==> src/rtl/rps_match_scoreboard_if.sv <==
// Result/control bundle between the round judge side and the match scoreboard.
// The master drives round results and match starts; the slave reports match status.
interface rps_match_scoreboard_if;
    logic       res_valid;
    logic [1:0] res;
    logic       new_match;
    logic       in_ready;
    logic [3:0] p1_score;
    logic [3:0] p2_score;
    logic [3:0] round_cnt;
    logic [3:0] invalid_cnt;
    logic       match_over;
    logic [1:0] winner;
    logic       winner_led;

    modport master (
        output res_valid, res, new_match,
        input  in_ready, p1_score, p2_score, round_cnt, invalid_cnt,
               match_over, winner, winner_led
    );

    modport slave (
        input  res_valid, res, new_match,
        output in_ready, p1_score, p2_score, round_cnt, invalid_cnt,
               match_over, winner, winner_led
    );
endinterface

==> src/rtl/rps_match_scoreboard.sv <==
// First-to-N stone-paper-scissors match scoreboard: accumulates round results,
// decides the match by score or round limit and flashes the winner indicator.
module rps_match_scoreboard #(
    parameter int WINS_TO_TAKE = 3,
    parameter int MAX_ROUNDS   = 9,
    parameter int FLASH_DIV    = 5_000_000
) (
    input  logic                      clk,
    input  logic                      rst,
    rps_match_scoreboard_if.slave     bus
);
    typedef enum logic [1:0] {
        ST_IDLE = 2'd0,
        ST_PLAY = 2'd1,
        ST_DONE = 2'd2
    } state_t;

    localparam int DIV_W = (FLASH_DIV > 1) ? $clog2(FLASH_DIV) : 1;
    localparam logic [DIV_W-1:0] DIV_LAST = DIV_W'(FLASH_DIV - 1);
    localparam logic [3:0] WINS_L = 4'(WINS_TO_TAKE);
    localparam logic [3:0] MAX_L  = 4'(MAX_ROUNDS);

    state_t           state_r;
    logic [3:0]       p1_r, p2_r, rnd_r, inv_r;
    logic [1:0]       winner_r;
    logic             in_ready_r, match_over_r, led_r;
    logic [DIV_W-1:0] div_r;

    logic             accept_s;
    logic [3:0]       p1_nx_s, p2_nx_s, rnd_nx_s, inv_nx_s;
    logic             decide_s;
    logic [1:0]       winner_nx_s;

    // Post-update counter values and the end-of-match decision for an accepted result.
    always_comb begin
        p1_nx_s     = p1_r;
        p2_nx_s     = p2_r;
        rnd_nx_s    = rnd_r;
        inv_nx_s    = inv_r;
        decide_s    = 1'b0;
        winner_nx_s = 2'b00;
        accept_s    = (state_r == ST_PLAY) && bus.res_valid && !bus.new_match;
        if (accept_s) begin
            case (bus.res)
                2'b00: rnd_nx_s = rnd_r + 4'd1;
                2'b01: begin
                    p1_nx_s  = p1_r + 4'd1;
                    rnd_nx_s = rnd_r + 4'd1;
                end
                2'b10: begin
                    p2_nx_s  = p2_r + 4'd1;
                    rnd_nx_s = rnd_r + 4'd1;
                end
                2'b11: begin
                    if (inv_r != 4'd15) begin
                        inv_nx_s = inv_r + 4'd1;
                    end else begin
                        inv_nx_s = inv_r;
                    end
                end
                default: rnd_nx_s = rnd_r;
            endcase
        end else begin
            rnd_nx_s = rnd_r;
        end

        // A score win outranks the round limit reached by the same result.
        if (!accept_s) begin
            decide_s = 1'b0;
        end else if (p1_nx_s == WINS_L) begin
            decide_s    = 1'b1;
            winner_nx_s = 2'b01;
        end else if (p2_nx_s == WINS_L) begin
            decide_s    = 1'b1;
            winner_nx_s = 2'b10;
        end else if (rnd_nx_s == MAX_L) begin
            decide_s = 1'b1;
            if (p1_nx_s > p2_nx_s) begin
                winner_nx_s = 2'b01;
            end else if (p2_nx_s > p1_nx_s) begin
                winner_nx_s = 2'b10;
            end else begin
                winner_nx_s = 2'b00;
            end
        end else begin
            decide_s = 1'b0;
        end
    end

    // Match state machine with all counters and status outputs registered.
    always_ff @(posedge clk) begin
        if (rst) begin
            state_r      <= ST_IDLE;
            p1_r         <= 4'd0;
            p2_r         <= 4'd0;
            rnd_r        <= 4'd0;
            inv_r        <= 4'd0;
            winner_r     <= 2'b00;
            in_ready_r   <= 1'b0;
            match_over_r <= 1'b0;
            led_r        <= 1'b0;
            div_r        <= '0;
        end else if (bus.new_match) begin
            state_r      <= ST_PLAY;
            p1_r         <= 4'd0;
            p2_r         <= 4'd0;
            rnd_r        <= 4'd0;
            inv_r        <= 4'd0;
            winner_r     <= 2'b00;
            in_ready_r   <= 1'b1;
            match_over_r <= 1'b0;
            led_r        <= 1'b0;
            div_r        <= '0;
        end else begin
            case (state_r)
                ST_IDLE: begin
                    state_r    <= ST_IDLE;
                    in_ready_r <= 1'b0;
                end
                ST_PLAY: begin
                    p1_r  <= p1_nx_s;
                    p2_r  <= p2_nx_s;
                    rnd_r <= rnd_nx_s;
                    inv_r <= inv_nx_s;
                    if (decide_s) begin
                        state_r      <= ST_DONE;
                        winner_r     <= winner_nx_s;
                        in_ready_r   <= 1'b0;
                        match_over_r <= 1'b1;
                        led_r        <= (winner_nx_s != 2'b00);
                        div_r        <= '0;
                    end else begin
                        state_r    <= ST_PLAY;
                        in_ready_r <= 1'b1;
                    end
                end
                ST_DONE: begin
                    // A draw keeps the indicator dark; otherwise toggle every FLASH_DIV cycles.
                    if (div_r == DIV_LAST) begin
                        div_r <= '0;
                        led_r <= (winner_r != 2'b00) ? ~led_r : 1'b0;
                    end else begin
                        div_r <= div_r + 1'b1;
                    end
                end
                default: begin
                    state_r      <= ST_IDLE;
                    in_ready_r   <= 1'b0;
                    match_over_r <= 1'b0;
                    led_r        <= 1'b0;
                    div_r        <= '0;
                end
            endcase
        end
    end

    assign bus.in_ready    = in_ready_r;
    assign bus.p1_score    = p1_r;
    assign bus.p2_score    = p2_r;
    assign bus.round_cnt   = rnd_r;
    assign bus.invalid_cnt = inv_r;
    assign bus.match_over  = match_over_r;
    assign bus.winner      = winner_r;
    assign bus.winner_led  = led_r;
endmodule

==> src/flat_wrapper.sv <==
// flat-port wrapper written by rule: the top's interface ports become plain ports
module rps_match_scoreboard_flat 
#(
    parameter int WINS_TO_TAKE = 3,
    parameter int MAX_ROUNDS   = 9,
    parameter int FLASH_DIV    = 5_000_000
)
  (clk, rst, bus_res_valid, bus_res, bus_new_match, bus_in_ready, bus_p1_score, bus_p2_score, bus_round_cnt, bus_invalid_cnt, bus_match_over, bus_winner, bus_winner_led);
  rps_match_scoreboard_if bus_i ();
  input  logic clk;
  input  logic rst;
  input wire logic [$bits(bus_i.res_valid)-1:0] bus_res_valid;
  input wire logic [$bits(bus_i.res)-1:0] bus_res;
  input wire logic [$bits(bus_i.new_match)-1:0] bus_new_match;
  output wire logic [$bits(bus_i.in_ready)-1:0] bus_in_ready;
  output wire logic [$bits(bus_i.p1_score)-1:0] bus_p1_score;
  output wire logic [$bits(bus_i.p2_score)-1:0] bus_p2_score;
  output wire logic [$bits(bus_i.round_cnt)-1:0] bus_round_cnt;
  output wire logic [$bits(bus_i.invalid_cnt)-1:0] bus_invalid_cnt;
  output wire logic [$bits(bus_i.match_over)-1:0] bus_match_over;
  output wire logic [$bits(bus_i.winner)-1:0] bus_winner;
  output wire logic [$bits(bus_i.winner_led)-1:0] bus_winner_led;
  assign bus_i.res_valid = bus_res_valid;
  assign bus_i.res = bus_res;
  assign bus_i.new_match = bus_new_match;
  assign bus_in_ready = bus_i.in_ready;
  assign bus_p1_score = bus_i.p1_score;
  assign bus_p2_score = bus_i.p2_score;
  assign bus_round_cnt = bus_i.round_cnt;
  assign bus_invalid_cnt = bus_i.invalid_cnt;
  assign bus_match_over = bus_i.match_over;
  assign bus_winner = bus_i.winner;
  assign bus_winner_led = bus_i.winner_led;
  rps_match_scoreboard #(.WINS_TO_TAKE(WINS_TO_TAKE), .MAX_ROUNDS(MAX_ROUNDS), .FLASH_DIV(FLASH_DIV)) u_core (.clk(clk), .rst(rst), .bus(bus_i));
endmodule
==> config.mk <==
export PLATFORM = sky130hd
export DESIGN_NAME = rps_match_scoreboard_flat
export DESIGN_NICKNAME = d
export VERILOG_FILES = /design/src/rtl/rps_match_scoreboard_if.sv /design/src/rtl/rps_match_scoreboard.sv /design/src/flat_wrapper.sv
export SDC_FILE = /design/constraint.sdc
export NUM_CORES = 1
export LEC_CHECK = 0
export BUFFER_PORTS_ARGS = -buffer_cell sky130_fd_sc_hd__buf_2
export CORE_MARGIN = 2
export CORE_UTILIZATION = 63
export DETAILED_ROUTE_END_ITERATION = 16
export PLACE_DENSITY = 0.84
export SLEW_MARGIN = 20
export SYNTH_ARGS = -nofsm -noshare
export SYNTH_HDL_FRONTEND = slang
export SYNTH_SLANG_ARGS = --single-unit
==> constraint.sdc <==
create_clock -name clk -period 6.85 [get_ports clk]
set_input_delay 1.0275 -clock clk [delete_from_list [all_inputs] [get_ports clk]]
set_output_delay 1.0275 -clock clk [all_outputs]
set_load 0.01 [all_outputs]
After elaboration in Yosys (flattened, before gate mapping)
Index checks and enable logic that the tools add are counted.
W data, S select, Z words.
{ "totals": {"register_bits": 46, "inputBits": 6, "wordCells": 80} }
{ "op_classes": {"addsub": 5, "n_lt_le_gt_ge": 2, "n_eq_ne": 13, "muxes": 31, "n_bitwise": 3, "reduce_logical": 15} }
{ "ops": {"columns": ["op", "count"], "rows": [
  ["$pmux W23 S3", 1],
  ["$mux W23", 2],
  ["$mux W4", 6],
  ["$add A23 B1 Y23 const B", 1],
  ["$eq A23 B23 Y1 const B", 1],
  ["$add A4 B1 Y4 const B", 4],
  ["$mux W2", 7],
  ["$mux W1", 11],
  ["$eq A4 B2 Y1 const B", 2],
  ["$gt A4 B4 Y1", 2],
  ["$eq A2 B2 Y1 const B", 3],
  ["$reduce_and A2 Y1", 3],
  ["$eq A2 B1 Y1 const B", 2],
  ["$eq A4 B4 Y1 const B", 1],
  ["$logic_not A2 Y1", 2],
  ["$ne A2 B1 Y1 const B", 2],
  ["$ne A4 B4 Y1 const B", 1],
  ["$pmux W1 S2", 2],
  ["$pmux W2 S2", 1],
  ["$reduce_and A4 Y1", 1],
  ["$reduce_bool A2 Y1", 2],
  ["$reduce_or A2 Y1", 2],
  ["$not A1 Y1", 3],
  ["$pmux W1 S3", 1],
  ["other kinds (5)", 6]
]} }

Depth between registers and ports, before layout
{ "depth": {"ltp_word": 14, "ltp_mapped": 14} }

Worst setup path before layout
Ideal clock, no wire load.
{ "synth_timing": {"path_kind": "input port to flip-flop", "start": "input bus_new_match", "end": "register u_core.winner_r[0], in the netlist u_core.bus.winner[0]", "setup_ps": 137, "arrival_ps": 2907, "required_ps": 6713, "path_slack_ps": 3807, "stages": 10, "path_buffers": 0, "path_cell_list": "nand3b_4 > nor3b_4 > mux2_2 > ha_1 > nor2b_1 > o21a_1 > o21a_1 > o21bai_1 > nand3b_1 > a31oi_1"} }
{ "synth_between": {"elab_chain_len": 9, "elab_cells_between_ends": 20} }
{ "synth_rtl": {"columns": ["element", "line", "source"], "rows": [
  ["start: declaration", "flat_wrapper.sv:14", "input wire logic [$bits(bus_i.new_match)-1:0] bus_new_match;"],
  ["$logic_not A1 Y1 (*)", "rps_match_scoreboard.sv:42", "accept_s = (state_r == ST_PLAY) && bus.res_valid && !bus.new_match;"],
  ["$logic_and A1 B1 Y1 (*)", "rps_match_scoreboard.sv:42", null],
  ["$mux W4 (*)", "rps_match_scoreboard.sv:43", "if (accept_s) begin"],
  ["named net u_core.p1_nx_s[1]", "rps_match_scoreboard.sv:30", "logic [3:0] p1_nx_s, p2_nx_s, rnd_nx_s, inv_nx_s;"],
  ["$gt A4 B4 Y1", "rps_match_scoreboard.sv:78", "if (p1_nx_s > p2_nx_s) begin"],
  ["$mux W2", "rps_match_scoreboard.sv:78", null],
  ["$mux W2", "rps_match_scoreboard.sv:76", "end else if (rnd_nx_s == MAX_L) begin"],
  ["$mux W2", "rps_match_scoreboard.sv:73", "end else if (p2_nx_s == WINS_L) begin"],
  ["$mux W2", "rps_match_scoreboard.sv:70", "end else if (p1_nx_s == WINS_L) begin"],
  ["$mux W2", "rps_match_scoreboard.sv:68", "if (!accept_s) begin"],
  ["end signal: assignment", "rps_match_scoreboard.sv:127", "winner_r <= winner_nx_s;"],
  ["end: declaration", "rps_match_scoreboard.sv:25", "logic [1:0] winner_r;"]
]} }
Mark *: on every way through the listed nets, which the timed path passes. The rest lies on a longest branch.
A chain may end at the register's enable or synchronous reset.

Final worst setup path
{ "layout_timing": {"start": "input bus_new_match", "end": "register u_core.led_r, in the netlist u_core.bus.winner_led"} }
{ "layout_between": {"elab_chain_len": 13, "elab_cells_between_ends": 26} }
{ "layout_rtl": {"columns": ["element", "line", "source"], "rows": [
  ["$logic_not A1 Y1 (*)", "rps_match_scoreboard.sv:42", null],
  ["$logic_and A1 B1 Y1 (*)", "rps_match_scoreboard.sv:42", null],
  ["$mux W4 (*)", "rps_match_scoreboard.sv:43", null],
  ["named net u_core.p1_nx_s[1]", "rps_match_scoreboard.sv:30", null],
  ["$gt A4 B4 Y1", "rps_match_scoreboard.sv:80", "end else if (p2_nx_s > p1_nx_s) begin"],
  ["$mux W2", "rps_match_scoreboard.sv:80", null],
  ["$mux W2", "rps_match_scoreboard.sv:78", null],
  ["$mux W2", "rps_match_scoreboard.sv:76", null],
  ["$mux W2", "rps_match_scoreboard.sv:73", null],
  ["$mux W2", "rps_match_scoreboard.sv:70", null],
  ["$mux W2", "rps_match_scoreboard.sv:68", null],
  ["$reduce_bool A2 Y1", "rps_match_scoreboard.sv:130", "led_r <= (winner_nx_s != 2'b00);"],
  ["$mux W1", "rps_match_scoreboard.sv:125", "if (decide_s) begin"],
  ["$pmux W1 S3", "rps_match_scoreboard.sv:115", "case (state_r)"],
  ["end signal: assignment", "rps_match_scoreboard.sv:130", null],
  ["end signal: assignment", "rps_match_scoreboard.sv:141", "led_r <= (winner_r != 2'b00) ? ~led_r : 1'b0;"],
  ["end: declaration", "rps_match_scoreboard.sv:26", "logic in_ready_r, match_over_r, led_r;"]
]} }
Mark *: on every way through the listed nets, which the timed path passes. The rest lies on a longest branch. The select of a mux whose other input is x is not followed.

==> results.sh <==
export IMPL_dp_cells=353
export IMPL_hpwl_mm=3.72
export IMPL_multi_input_area_um2=1490
export IMPL_h_tree_depth=2
export IMPL_layout_min_cycle_time_ns=3.05
export IMPL_maxCapViolations=0
export IMPL_gr_total_overflow=0
export IMPL_grt_pass1_vias=1989
export IMPL_yosysUniqueCellTypes=52
export IMPL_post_cts_buffers=0
export IMPL_grt_use_total=0.263
export IMPL_crit_path_end_kind="flip-flop"
export IMPL_cp_max_fo=6
export IMPL_clock_tree_root_cell="clkbuf_8"
export IMPL_dpl_instance_area_um2=2630
export IMPL_clockBufferDepth=2
export IMPL_cts_sinks=45
export IMPL_io_pins=27
export IMPL_critPathArrivalTime_ns=3.26
export IMPL_dr_pass1_iters=4
export IMPL_rsz0062_at_grt="false"
export IMPL_grt_max_degree=51
export IMPL_cp_start_kind="input port"
export IMPL_n_fill_cell=312
export IMPL_synth_top_family_by_area="simple AND/OR/NAND/NOR gates"
export IMPL_setup_viol=0
export IMPL_vias=2229
export IMPL_cellPowerDensity_nw_per_um2=167
export IMPL_synth_compound_area_share=0.188
export IMPL_crit_type="input port to flip-flop"
export IMPL_antenna_found_initial=0
export IMPL_detail_route_iter0_violations=206
export IMPL_ctsHoldBuffers=0
export IMPL_port_buffers=26
export IMPL_wl_per_cell_um=14.4
export IMPL_max_slew_margin_rel=0.582
export IMPL_required_ns=7.07
export IMPL_hold_violations=0
export IMPL_tritoncts="done"
export IMPL_synth_area_per_cell_um2=8.58
export IMPL_ir_drop_uv=141
export IMPL_fin_area_um2=2710
export IMPL_routabilityCongestion=0.825
export IMPL_synth_seq_cells=45
export IMPL_cts_resized_gates=0
export IMPL_die_height_um=66.7
export IMPL_numCtsBuffers=5
export IMPL_cp_buffers_inverters=1
export IMPL_syn_to_final_growth_pct=9.18
export IMPL_drtAntennaViolNets=0
export IMPL_totalWireLength_mm=5.20
export IMPL_antenna_cells=0
export IMPL_grt_pass1_wl_mm=9.01
export IMPL_dieWidth_um=66.7
export IMPL_core_area_um2=3720
export IMPL_finalSetupTns_ns=0
export IMPL_syn_num_nets=307
export IMPL_clk_latency_ns=0.30
export IMPL_hp_class="flip-flop to flip-flop"
export IMPL_drive_gt1_frac=0.128
export IMPL_clk_pin_slew_worst_paths_ns=0.08
export IMPL_start_util=0.667
export IMPL_rows=22
export IMPL_fin_hold_ws_ns=0.480
export IMPL_p_leak_nw=0.956
export IMPL_ys_seq_area_frac=0.363
export IMPL_worst_pin_slew_ns=0.622
export IMPL_synth_warnings=0
export IMPL_clock_fmax_mhz=328
export IMPL_crit_slowest_cell="mux2_2"
export IMPL_maxSlewViolCount=0
export IMPL_path_delay_family="simple AND/OR/NAND/NOR gates"
export IMPL_yosys_area_share_simple=0.273
export IMPL_fin_skew_ns=0.00660
export IMPL_max_stage_delay_ns=0.39
export IMPL_crit_chain="buf_2 > nand3b_4 > nor3b_4 > mux2_2 > ha_1 > nor2b_1 > nor4_1 > nor2_1 > o211ai_1 > o2111ai_1 > o31ai_1"
export IMPL_final_seq_area_um2=901
export IMPL_syn_inst=289
export IMPL_async_reset_ff_frac=0
export IMPL_finalCritPeriodShare=0.445
export IMPL_die_area_um2=4450
export IMPL_synth_fa_ha_area_frac=0.0605
export IMPL_netlist_area_um2=2480
export IMPL_stdcell_count=361
export IMPL_layout_nets=330
export IMPL_synth_edff_count=0
export IMPL_drc=0
export IMPL_synth_xor_area_frac=0.0494
export IMPL_ys_flop_type="dfxtp_1"
export IMPL_status="finished, final reports clean"
export IMPL_synthMuxAreaShare=0.0288
export IMPL_avgViaCountPerCell=6.17
[flip-flops by register name, summed over array words and instances (netlist names)]
| register | flops |
|---|---|
| u_core.bus.p1_score | 4 |
| u_core.bus.match_over | 1 |
| u_core.bus.round_cnt | 4 |
| u_core.bus.invalid_cnt | 4 |
| u_core.bus.winner_led | 1 |
| u_core.div_r | 23 |
| u_core.bus.in_ready | 1 |
| u_core.bus.winner | 2 |
| u_core.bus.p2_score | 4 |
| u_core.state_r | 1 |
[synth_stat cells (8+ instances only)]
master | number | area [µm²]
o21ai_0 | 12 | 60.1
or4_1 | 14 | 105
a21oi_1 | 29 | 145
dfxtp_1 | 45 | 901
nand3_1 | 8 | 40.0
nand2_1 | 19 | 71.3
ha_1 | 12 | 150
o31ai_1 | 14 | 105
nor2_1 | 21 | 78.8
or3_1 | 11 | 68.8
inv_1 | 8 | 30.0
[per-stage QoR]
stage	worst slack, ns	util	power, mW
final	3.80	0.729	0.453
after global routing	3.54	0.729	0.471
after CTS	3.81	0.729	0.455
after detailed placement	3.50	0.707	0.299
after global placement	3.56	0.707	0.299
after floorplan	3.81	-	0.292
[worst paths after layout]
kind / cells after the start / from / slack, ns / endpoint
hold reg to reg: 2 / u_core.div_r[10] / 0.48 / u_core.div_r[10]
hold / removal: 2 / u_core.div_r[10] / 0.48 / u_core.div_r[10]
setup reg to reg: 11 / u_core.bus.in_ready / 4.04 / u_core.bus.winner_led
setup / recovery: 11 / bus_new_match / 3.80 / u_core.bus.winner_led
[tightest hold or removal path, delay by kind of cell (launching register included)]
family | cells | cell delay (ns)
AOI/OAI and AO/OA | 2 | 0.11
DFF | 1 | 0.33
[per-layer routing]
layer	wire, µm	global-route usage
met1	2500	0.374
met2	2420	0.398
met3	226	0.0608
met4	54	0.0714
met5	0	0
[layout by cell type, fill, tap and decap left out, drive strengths merged, types with 3 or more instances in the layout]
master | synthesis | layout
or3 | 11 | 11
nand3b | 3 | 3
inv | 9 | 9
o211ai | 3 | 3
mux2i | 6 | 6
nand3 | 8 | 8
ha | 12 | 12
nor4 | 4 | 4
buf | 5 | 28
nand4 | 7 | 7
nor2b | 3 | 3
xor2 | 7 | 7
a21oi | 30 | 30
nor3 | 3 | 3
nand2 | 19 | 19
dfxtp | 45 | 45
o31ai | 14 | 14
nor2 | 21 | 21
clkbuf | 7 | 8
xnor2 | 7 | 7
or4 | 15 | 15
and2 | 8 | 8
o21ai | 13 | 13
[report_power, final]
part           internal, mW  switching [mW]
Clock                0.0726          0.0863
Combinational       0.00877          0.0218
Sequential            0.262         0.00106
[cell type report]
cell class,count,area share
well taps,48,0.0222
flip-flops and latches,45,0.333
inverters,9,0.0125
multi-input cells,223,0.549
repair buffers,28,0.0536
clock buffers,8,0.0296
[cells by family after synthesis]
family,count (synthesis)
compound gates,75
flops,45
mux,7
buf+inv,21
simple gates,115
fa+ha+maj,12
xor+xnor,14
Power figures use the tool's default switching activity.
